<file path="src/rtl/hazard_ctrl.sv">
// Hazard and pipeline-control unit for the 5-stage LEGv8 pipeline.
// Handles load-use stalls, taken-branch flush windows, and saturating stall/flush counters.
module hazard_ctrl #(
  parameter int unsigned FLUSH_CYCLES = 1,
  parameter int unsigned CNT_W        = 32
) (
  input  logic             CLK,
  input  logic             RESET,
  input  logic [4:0]       ID_READ_REG_A,
  input  logic [4:0]       ID_READ_REG_B,
  input  logic             ID_USES_REG_B,
  input  logic             EX_MEMREAD,
  input  logic [4:0]       EX_WRITE_REG,
  input  logic             MEM_BRANCH_TAKEN,
  output logic             PC_WRITE,
  output logic             IF_ID_WRITE,
  output logic             ID_EX_BUBBLE,
  output logic             IF_ID_FLUSH,
  output logic             EX_MEM_FLUSH,
  output logic [CNT_W-1:0] STALL_COUNT,
  output logic [CNT_W-1:0] FLUSH_COUNT
);

  localparam int unsigned FCNT_W = 4;
  localparam logic [FCNT_W-1:0] FLUSH_INIT = FCNT_W'(FLUSH_CYCLES - 1);
  localparam logic [4:0] XZR = 5'd31;

  typedef enum logic {RUN, FLUSH} state_t;

  state_t            state, state_nxt;
  logic [FCNT_W-1:0] fcnt, fcnt_nxt;
  logic [CNT_W-1:0]  stall_cnt, flush_cnt;
  logic              lu, stall_inc, flush_inc;

  // X31 reads as zero and therefore can never carry a load result forward.
  always_comb begin
    lu = EX_MEMREAD && (EX_WRITE_REG != XZR) &&
         ((EX_WRITE_REG == ID_READ_REG_A) ||
          (ID_USES_REG_B && (EX_WRITE_REG == ID_READ_REG_B)));
  end

  always_comb begin
    state_nxt    = state;
    fcnt_nxt     = fcnt;
    stall_inc    = 1'b0;
    flush_inc    = 1'b0;
    PC_WRITE     = 1'b1;
    IF_ID_WRITE  = 1'b1;
    ID_EX_BUBBLE = 1'b0;
    IF_ID_FLUSH  = 1'b0;
    EX_MEM_FLUSH = 1'b0;
    if (!RESET) begin
      state_nxt    = RUN;
      fcnt_nxt     = '0;
      PC_WRITE     = 1'b0;
      IF_ID_WRITE  = 1'b0;
      ID_EX_BUBBLE = 1'b1;
      IF_ID_FLUSH  = 1'b1;
      EX_MEM_FLUSH = 1'b1;
    end else begin
      case (state)
        RUN: begin
          if (MEM_BRANCH_TAKEN) begin
            ID_EX_BUBBLE = 1'b1;
            IF_ID_FLUSH  = 1'b1;
            EX_MEM_FLUSH = 1'b1;
            flush_inc    = 1'b1;
            if (FLUSH_CYCLES > 1) begin
              state_nxt = FLUSH;
              fcnt_nxt  = FLUSH_INIT;
            end
          end else if (lu) begin
            PC_WRITE     = 1'b0;
            IF_ID_WRITE  = 1'b0;
            ID_EX_BUBBLE = 1'b1;
            stall_inc    = 1'b1;
          end
        end
        FLUSH: begin
          ID_EX_BUBBLE = 1'b1;
          IF_ID_FLUSH  = 1'b1;
          EX_MEM_FLUSH = 1'b1;
          fcnt_nxt     = fcnt - FCNT_W'(1);
          if (fcnt <= FCNT_W'(1)) state_nxt = RUN;
        end
        default: state_nxt = RUN;
      endcase
    end
  end

  // Counters stick at all-ones instead of wrapping.
  always_ff @(posedge CLK or negedge RESET) begin
    if (!RESET) begin
      state     <= RUN;
      fcnt      <= '0;
      stall_cnt <= '0;
      flush_cnt <= '0;
    end else begin
      state <= state_nxt;
      fcnt  <= fcnt_nxt;
      if (stall_inc && (stall_cnt != '1)) stall_cnt <= stall_cnt + CNT_W'(1);
      if (flush_inc && (flush_cnt != '1)) flush_cnt <= flush_cnt + CNT_W'(1);
    end
  end

  assign STALL_COUNT = stall_cnt;
  assign FLUSH_COUNT = flush_cnt;

endmodule

</file>
<file path="config.mk">
export PLATFORM = sky130hd
export DESIGN_NAME = hazard_ctrl
export DESIGN_NICKNAME = d
export VERILOG_FILES = /design/src/rtl/hazard_ctrl.sv
export SDC_FILE = /design/constraint.sdc
export NUM_CORES = 1
export LEC_CHECK = 0
export ABC_CLOCK_PERIOD_IN_PS = 2400
export BUFFER_PORTS_ARGS = -buffer_cell sky130_fd_sc_hd__buf_2
export CAP_MARGIN = 10
export CORE_MARGIN = 1
export CORE_UTILIZATION = 53
export DETAILED_ROUTE_END_ITERATION = 6
export MAX_ROUTING_LAYER = met4
export PLACE_DENSITY = 0.81
export SLEW_MARGIN = 20
export SYNTH_ARGS = -nofsm -noshare
export SYNTH_HDL_FRONTEND = slang
export SYNTH_SLANG_ARGS = --single-unit
</file>
<file path="constraint.sdc">
create_clock -name CLK -period 2.4 [get_ports CLK]
set_clock_uncertainty 0.1 [all_clocks]
set_input_delay 0.48 -clock CLK [delete_from_list [all_inputs] [get_ports CLK]]
set_output_delay 0.48 -clock CLK [all_outputs]
set_load 0.005 [all_outputs]
</file>
==> results.py, run 1 <==
metrics = {
    "global_route": {
        "grt_usage_pct": 22.4,
        "grt_max_degree": 37,
        "gr-total-overflow": 0,
        "antenna_found_initial": 0,
        "grt_pass1_vias": 2600,
        "grt_first_pass_wirelength_um": 12100,
    },
    "routing": {
        "ant_nets": 0,
        "drc": 0,
        "vias": 2745,
        "post_drt_wl_per_cell_um": 14.5,
        "firstDrtPassIters": 4,
        "finalWirelength_um": 7340,
        "drtIter0Drc": 146,
        "vias_per_cell": 5.40,
    },
    "cts": {
        "numClockSinks": 69,
        "numCtsBuffers": 9,
        "root_buffer": "clkbuf_8",
        "cts.clk_slew.worst_paths_ns": 0.08,
        "clk_path_buf_depth": 2,
        "clkLatencyLatePin_ns": 0.34,
        "cts-htree-levels": 3,
        "cts_tree": "built",
    },
    "sta": {
        "min_period_ns": 2.38,
        "setup_tns_ns": 0,
        "max-slew-margin-rel_pct": 58.0,
        "hold_viol_final": 0,
        "clock.fmax_mhz": 420,
        "rsz0062_at_grt": "yes",
        "worstMarginPinSlew_ns": 0.629,
        "period_share_pct": 99.2,
        "setup_viol": 0,
        "slew_viol_final": 0,
    },
    "run_status": {
        "status": "finished, final reports clean",
    },
    "cells_and_area": {
        "syn_to_final_growth_pct": 24.4,
        "drive_gt1_share_pct": 31.6,
        "final_cell_area_mm2": 0.00435,
        "num_antenna_cells": 0,
        "final_nets": 451,
    },
    "floorplan": {
        "rows": 29,
        "die_area_mm2": 0.00692,
        "ios": 89,
        "floorplan.initialDensity_pct": 55.0,
        "die_x_um": 83.2,
        "core_area_mm2": 0.00635,
        "chipHeight_um": 83.2,
    },
    "synthesis": {
        "yosysSeqAreaShare_pct": 49.4,
        "synth_nets": 346,
        "synthTopCellsByCount": "dfrtp_1, xnor2_1, nand2_1, nand3_1, xor2_1",
        "synth_cell_type_count": 43,
        "synth-seq-cells": 69,
        "synth_most_common_cell": "dfrtp_1",
        "netlist_area_mm2": 0.00349,
        "netlist_top_cells_area": "dfrtp_1, xnor2_1, xor2_1",
        "synth-edff-count": 0,
        "synth.largest_area_cell": "dfrtp_1",
        "syn-instance-count": 322,
        "synth_top_area_share_pct": 49.4,
        "avgSynthCellArea_um2": 10.8,
        "synth_ff_type": "dfrtp_1",
        "yosys_warnings": 0,
        "synthArstFlopShare_pct": 100,
    },
    "power_and_ir_drop": {
        "seqPwrFrac_pct": 50.1,
        "switchingPower_uw": 626,
        "vdd_drop_max_uv": 328,
        "p_sw_share_pct": 24.7,
        "p_comb_share_pct": 9.9,
        "clkPwrFrac_pct": 39.9,
        "power.internal_uw": 1910,
        "powerDensity_mw_per_mm2": 583,
        "total_power_uw": 2540,
        "p_leak_uw": 0.00218,
    },
    "setup_path": {
        "required_ns": 1.82,
        "arrival_ns": 1.80,
        "worst_r2r_path_depth": 7,
        "crit_type": "in2out",
        "start_kind": "input pin",
        "cp-startpoint": "EX_WRITE_REG[3]",
        "worst_setup_path_end_kind": "primary output",
        "critPathMaxFanout": 2,
        "r2r-start": "STALL_COUNT[1]",
    },
    "flow_run": {
        "maxCapViolations": 0,
    },
    "placed_design": {
        "dpl_cell_area_mm2": 0.00407,
        "portBuffers": 88,
        "hpwlAfterDp_um": 5310,
        "gp_congestion": 0.781,
    },
    "min_path": {
        "hp-class": "in2async",
    },
}
worst max-delay path: stages:
cell and delay, ns:
buf_8 0.10, xor2_2 0.16, nor4_2 0.34, a32oi_2 0.16
nand2b_4 0.17, o31a_1 0.26, buf_2 0.13
logic make-up (layout without fill, tap and decap cells):
| family | Yosys count | in the layout | share of synthesized area, % |
|---|---|---|---|
| mux | 1 | 1 | 0.322 |
| fa+ha+maj | 4 | 4 | 1.43 |
| compound gates | 9 | 9 | 2.47 |
| buf+inv | 12 | 121 | 2.01 |
| simple gates | 153 | 153 | 25.8 |
| xor+xnor | 74 | 74 | 18.6 |
| flops | 69 | 69 | 49.4 |
final timing paths:
| kind | slack (ns) | to |
|---|---|---|
| max reg2reg | 0.12 | STALL_COUNT[1] |
| min reg2reg | 0.39 | FLUSH_COUNT[8] |
| max | 0.02 | IF_ID_WRITE |
| min | 0.16 | STALL_COUNT[27] |
| max in group asynchronous | 1.46 | FLUSH_COUNT[22] |
| min in group CLK | 0.39 | FLUSH_COUNT[8] |
layer usage:
metal	vias up	global-route usage (%)	routed length, um
li1	1336	-	-
met1	1309	29.0	3370
met2	86	34.9	3440
met3	14	4.27	389
met4	0	9.40	146
met5	-	-	0
layout make-up:
cell class / count / area, um2
Fill cell: 481 / 2000
Sequential cell: 69 / 1730
Multi-Input combinational cell: 241 / 1720
Timing Repair Buffer: 101 / 572
Clock buffer: 9 / 124
Tap cell: 77 / 96.3
Clock inverter: 6 / 88.8
Inverter: 5 / 18.8
sequential cells by signal, indices dropped and copies added (netlist names):
name	cells
FLUSH_COUNT	32
state	1
fcnt	4
STALL_COUNT	32
cells in the final DEF, fill, tap and decap left out, types with 2 or more instances in the layout:
| master | instances |
|---|---|
| buf_2 | 85 |
| dfrtp_1 | 69 |
| xnor2_1 | 51 |
| nand2_1 | 34 |
| nand3_1 | 29 |
| nand4_1 | 22 |
| xor2_1 | 21 |
| nor2_1 | 12 |
| buf_4 | 12 |
| and3_1 | 10 |
| and2_1 | 9 |
| clkbuf_8 | 9 |
| nor3_1 | 7 |
| inv_1 | 5 |
| nor4_1 | 5 |
| nor3_2 | 4 |
| ha_1 | 4 |
| nand4_2 | 3 |
| xor2_2 | 2 |
| o21a_1 | 2 |
| and4_1 | 2 |
| nand3b_1 | 2 |
| nand4b_1 | 2 |
| clkinvlp_4 | 2 |
| bufinv_16 | 2 |
metrics by stage:
step	setup slack, ns	util (%)	std cells	hold WS [ns]
after detailed placement	-0.0428	64.0	490	0.239
after floorplan	0.131	-	322	0.0844
final	0.0191	68.4	508	0.160
after global placement	0.0367	64.0	490	0.240
after CTS	0.0201	67.8	507	0.159
after global routing	-0.0540	68.4	508	0.198
timing repair:
| action | in CTS | in global routing |
|---|---|---|
| pin swaps | 2 | 1 |
| setup endpoints to repair | 2 | 2 |
| hold endpoints to repair | 5 | 0 |
| setup buffers | 1 | 1 |
| resized for setup | 1 | 7 |
| hold buffers | 1 | 0 |
power by group through the flow:
stage / Clock, uW / Combinational (uW) / Sequential, uW
floorplan: 0 / 98.4 / 1300
global placement: 0 / 232 / 1290
detailed placement: 0 / 244 / 1290
CTS: 1030 / 250 / 1270
global route: 1080 / 282 / 1280
finish: 1010 / 252 / 1270
Power figures use the tool's default switching activity.
==> run 2, diff against run 1 <==
BUFFER_PORTS_ARGS = default   (was -buffer_cell sky130_fd_sc_hd__buf_2)
CORE_UTILIZATION = 63   (was 53)
DONT_BUFFER_PORTS = 1   (was default)
MAX_ROUTING_LAYER = default   (was met4)
PLACE_DENSITY = 0.8   (was 0.81)
==> run 2 against run 1 <==
First-iteration DRC count grew 34%; hold slack better by 0.021 ns; final area down 12%; die area decreased by 16%; register-to-register slack is essentially flat; critical path type is now reg2reg.
==> results.py, run 2 (synthesis results as in run 1) <==
metrics = {
    "run_status": {
        "status": "finished, final reports clean",
    },
    "setup_path": {
        "crit_path_cell_trace": "ha_1 > nand3_1 > or4b_4 > nor3_2 > nor3_2 > buf_12 > mux2_2",
        "crit_type": "reg2reg",
        "critPathMaxFanout": 21,
        "crit_slowest_cell": "or4b_4",
        "arrival_ns": 2.39,
        "crit_path_frequent_cell": "nor3_2",
        "required_ns": 2.52,
        "start_kind": "register",
        "crit_buf_inv": 1,
        "cp_slowest_stage_delay_ns": 0.54,
        "cp_top_family": "simple AND/OR/NAND/NOR gates",
        "worst_setup_path_end_kind": "register",
    },
    "cells_and_area": {
        "layout_common_cells": "dfrtp_1, xnor2_1, nand2_1, nand3_1, xor2_1",
        "final_common_cell": "dfrtp_1",
        "num_antenna_cells": 0,
        "final_nets": 359,
        "drive_gt1_share_pct": 10.9,
        "syn_to_final_growth_pct": 8.95,
        "final_cell_count_no_fill": 409,
    },
    "global_route": {
        "antenna_found_initial": 0,
        "grt_pass1_vias": 2412,
        "gr-total-overflow": 0,
        "grt_first_pass_wirelength_um": 11500,
        "grt_max_degree": 70,
        "grt_usage_pct": 25.0,
    },
    "sta": {
        "rsz0062_at_grt": "no",
        "slew_viol_final": 0,
        "min_period_ns": 2.27,
        "period_share_pct": 94.6,
        "worstMarginPinSlew_ns": 0.592,
        "clock.fmax_mhz": 440,
        "max-slew-margin-rel_pct": 60.4,
        "setup_tns_ns": 0,
        "hold_viol_final": 0,
        "setup_slack_ns": 0.129,
        "setup_viol": 0,
    },
    "routing": {
        "firstDrtPassIters": 4,
        "drtIter0Drc": 196,
        "ant_nets": 0,
        "drc": 0,
        "vias_per_cell": 5.99,
        "post_drt_wl_per_cell_um": 16.7,
        "vias": 2448,
        "finalWirelength_um": 6810,
    },
    "cts": {
        "cts_tree": "built",
        "cts.clk_slew.worst_paths_ns": 0.07,
        "clk_path_buf_depth": 2,
        "cts-htree-levels": 3,
        "numCtsBuffers": 9,
        "numClockSinks": 69,
        "root_buffer": "clkbuf_8",
        "cts_resized": 0,
        "clkLatencyLatePin_ns": 0.33,
    },
    "placed_design": {
        "hpwlAfterDp_um": 4690,
        "portBuffers": 0,
        "place_inst": 392,
        "dp_slack_ns": 0.118,
        "gp_congestion": 0.788,
    },
    "power_and_ir_drop": {
        "vdd_drop_max_uv": 411,
        "p_leak_uw": 0.00169,
        "total_power_uw": 2320,
        "powerDensity_mw_per_mm2": 609,
    },
    "floorplan": {
        "die_x_um": 76.5,
        "chipHeight_um": 76.5,
        "rows": 26,
        "floorplan.initialDensity_pct": 66.7,
        "die_area_mm2": 0.00585,
        "ios": 89,
        "core_area_mm2": 0.00524,
    },
    "min_path": {
        "hp-class": "in2reg",
    },
    "flow_run": {
        "maxCapViolations": 0,
    },
}
run 2: through the flow:
stage,utilization (%),hold slack [ns],area [um2]
after floorplan,-,0.0844,3490
after global placement,68.6,0.0859,3590
after detailed placement,68.6,0.0858,3590
after CTS,72.7,0.170,3810
after global routing,72.7,0.171,3810
final,72.7,0.181,3810
run 2: layout make-up:
| type | instances | area [um2] |
|---|---|---|
| inverter | 5 | 18.8 |
| fill | 391 | 1430 |
| timing repair buffer | 9 | 103 |
| multi-input combinational | 241 | 1700 |
| clock inverter | 2 | 35.0 |
| sequential | 69 | 1730 |
| clock buffer | 13 | 139 |
| tap | 70 | 87.6 |
run 2: final timing paths:
kind | cells after the start | endpoint | slack [ns] | startpoint
worst max-delay path | 7 | STALL_COUNT[1] | 0.13 | STALL_COUNT[1]
max in group asynchronous | 2 | STALL_COUNT[22] | 1.29 | RESET
worst min register to register | 1 | FLUSH_COUNT[12] | 0.42 | FLUSH_COUNT[12]
worst max register to register | 7 | STALL_COUNT[1] | 0.13 | STALL_COUNT[1]
worst min-delay path | 1 | fcnt[1] | 0.18 | RESET
min in group asynchronous | 2 | STALL_COUNT[28] | 0.63 | RESET
run 2: what timing repair did:
item                                   4_1_cts  5_1_grt
setup buffers                                0        0
endpoints found under the hold margin       69        0
hold buffers                                 2        0
run 2: worst reg2reg max path, cell delays in order, from the launching register on:
cell and delay (ns):
dfrtp_1 0.44, ha_1 0.22, nand3_1 0.16, or4b_4 0.54
nor3_2 0.19, nor3_2 0.07, buf_12 0.17, mux2_2 0.27
run 2: routing by layer:
layer	routed length (um)	track usage, %	part of all wire [%]
met4	78	8.85	1.1
met1	3010	32.8	44
met5	0	0	0
met3	411	5.87	6.0
met2	3310	40.8	49
run 2: power by group:
group / switching (uW) / internal, uW / leakage [uW] / total (uW)
combinational: 92.0 / 70.1 / 0.000657 / 162
sequential: 69.9 / 1210 / 0.000950 / 1280
clock: 400 / 475 / 0.0000875 / 875
==> run 3, diff against run 2 <==
ABC_AREA = 1   (was default)
CORE_UTILIZATION = 65   (was 63)
CTS_BUF_LIST = sky130_fd_sc_hd__clkbuf_4 sky130_fd_sc_hd__clkbuf_8 sky130_fd_sc_hd__clkbuf_16   (was default)
PLACE_DENSITY = 0.82   (was 0.8)
==> run 3 against run 2 <==
Via count increased by 85%; global-route usage increased by 7.9 points; cell count rose by 100%; critical path type unchanged; clock-buffer cell count decreased by 2; sequential power is 9% higher; largest cell class is now multi-input gates; fmax increased by 3.4%; combinational power grew 140%; final area increased by 31%.
==> results.py, run 3 <==
metrics = {
    "cts": {
        "cts-htree-levels": 3,
        "numClockSinks": 69,
        "cts_tree": "built",
        "cts.clk_slew.worst_paths_ns": 0.08,
        "cts_post_setup_buffers_inserted": 0,
        "clkLatencyLatePin_ns": 0.36,
        "numCtsBuffers": 9,
        "root_buffer": "clkbuf_8",
        "clk_path_buf_depth": 2,
    },
    "synthesis": {
        "synthTopCellsByCount": "nand2_1, nor2_1, dfrtp_1, inv_1, nor3_1",
        "synth-seq-cells": 69,
        "synth_cell_type_count": 27,
        "avgSynthCellArea_um2": 6.60,
        "synth_ff_type": "dfrtp_1",
        "synth_top_area_share_pct": 36.1,
        "netlist_area_mm2": 0.00478,
        "netlist_top_cells_area": "dfrtp_1, nand2_1, nor2_1",
        "synth_top_family_by_area": "simple AND/OR/NAND/NOR gates",
        "yosys.area_share.adder_pct": 1.05,
        "syn-instance-count": 724,
        "synth.largest_area_cell": "dfrtp_1",
        "synth-edff-count": 0,
        "synthSimpleGateAreaFrac_pct": 44.2,
        "synth_most_common_cell": "nand2_1",
        "yosysSeqAreaShare_pct": 36.1,
        "synth_nets": 748,
        "synthMuxAreaShare_pct": 0,
        "synthArstFlopShare_pct": 100,
        "synth-compound-area-share_pct": 4.32,
        "yosys_warnings": 0,
        "synth_xor_area_share_pct": 6.23,
    },
    "cells_and_area": {
        "syn_to_final_growth_pct": 4.42,
        "final_cell_count_no_fill": 828,
        "layout_common_cells": "nand2_1, nor2_1, dfrtp_1, inv_1, nor3_1",
        "final_nets": 751,
        "final_common_cell": "nand2_1",
        "final_core_util_pct": 71.9,
        "final_cell_area_mm2": 0.00499,
        "num_antenna_cells": 0,
        "drive_gt1_share_pct": 8.06,
    },
    "sta": {
        "rsz0062_at_grt": "no",
        "min_period_ns": 2.20,
        "slew_viol_final": 0,
        "max-slew-margin-rel_pct": 53.2,
        "setup_slack_ns": 0.203,
        "setup_tns_ns": 0,
        "clock.fmax_mhz": 455,
        "worstMarginPinSlew_ns": 0.700,
        "hold_viol_final": 0,
        "period_share_pct": 91.6,
        "setup_viol": 0,
    },
    "floorplan": {
        "ios": 89,
        "chipHeight_um": 87.8,
        "floorplan.initialDensity_pct": 68.8,
        "core_area_mm2": 0.00694,
        "die_x_um": 87.8,
        "die_area_mm2": 0.00770,
        "rows": 30,
    },
    "min_path": {
        "hp-class": "in2reg",
        "hold_start": "RESET",
    },
    "routing": {
        "vias_per_cell": 5.47,
        "drtIter0Drc": 316,
        "firstDrtPassIters": 5,
        "post_drt_wl_per_cell_um": 14.5,
        "drc": 0,
        "finalWirelength_um": 12000,
        "ant_nets": 0,
        "vias": 4533,
    },
    "placed_design": {
        "dp_slack_ns": 0.214,
        "portBuffers": 0,
        "gp_congestion": 0.970,
        "dpl_cell_area_mm2": 0.00478,
        "place_inst": 810,
        "hpwlAfterDp_um": 8740,
    },
    "global_route": {
        "grt_pass1_vias": 4301,
        "grt_usage_pct": 32.9,
        "grt_max_degree": 70,
        "grt_first_pass_wirelength_um": 19500,
        "gr-total-overflow": 0,
        "antenna_found_initial": 0,
    },
    "setup_path": {
        "required_ns": 2.54,
        "start_kind": "register",
        "crit_type": "reg2reg",
        "worst_setup_path_end_kind": "register",
        "cp-startpoint": "FLUSH_COUNT[1]",
        "r2r-start": "FLUSH_COUNT[1]",
        "arrival_ns": 2.34,
        "critPathMaxFanout": 42,
    },
    "power_and_ir_drop": {
        "powerDensity_mw_per_mm2": 525,
        "vdd_drop_max_uv": 392,
        "p_leak_uw": 0.00240,
    },
    "flow_run": {
        "maxCapViolations": 0,
    },
    "run_status": {
        "status": "finished, final reports clean",
    },
}
[run 3: per-stage QoR]
stage	power, uW	hold WS, ns
floorplan	1660	0.0844
global placement	1740	0.0857
detailed placement	1760	0.0860
CTS	2620	0.161
global route	2740	0.194
finish	2620	0.166
[run 3: worst paths after layout]
check | endpoint | slack (ns) | depth (start not counted)
setup / recovery | FLUSH_COUNT[6] | 0.20 | 10
max in group asynchronous | STALL_COUNT[28] | 1.34 | 2
setup reg to reg | FLUSH_COUNT[6] | 0.20 | 10
min in group asynchronous | FLUSH_COUNT[19] | 0.57 | 2
hold reg to reg | state | 0.41 | 2
hold / removal | fcnt[3] | 0.17 | 2
[run 3: cell type report]
type / instances / area [um2]
timing repair buffer: 6 / 71.3
fill: 585 / 1950
clock inverter: 5 / 27.5
sequential: 69 / 1730
tap: 96 / 120
multi-input combinational: 578 / 2670
clock buffer: 11 / 139
inverter: 63 / 239
[run 3: timing repair]
item,CTS,global route
resized for setup,0,1
setup endpoints to repair,0,1
hold buffers,2,0
hold endpoints to repair,69,0
[run 3: logic make-up after synthesis]
kind of cell / after synthesis
buffers and inverters: 77
DFF: 69
xor gates and xnor gates: 34
and+or+nand+nor: 510
AOI/OAI and AO/OA: 30
adders and majority gates: 4
[run 3: where the power goes]
part / internal, uW / total (uW) / leakage [uW] / switching [uW]
Combinational: 138 / 385 / 0.00137 / 247
Sequential: 1250 / 1390 / 0.000938 / 139
Clock: 391 / 849 / 0.0000897 / 458
[run 3: per-layer routing]
metal	global-route usage (%)	part of all wire [%]	vias up
met1	40.0	41	2057
met5	0	0	-
met4	18.0	3.9	0
met3	7.35	7.5	43
li1	-	-	2237
met2	54.5	48	196
[run 3: critical path: stages, from the launching register on]
cell and delay, ns:
dfrtp_1 0.41, ha_1 0.28, nand3_2 0.19, nor2_4 0.18, nand2_2 0.09, nor2_2 0.16, nand2_2 0.09, nand2_4 0.14
inv_4 0.20, o21ai_0 0.17, o21ai_2 0.07
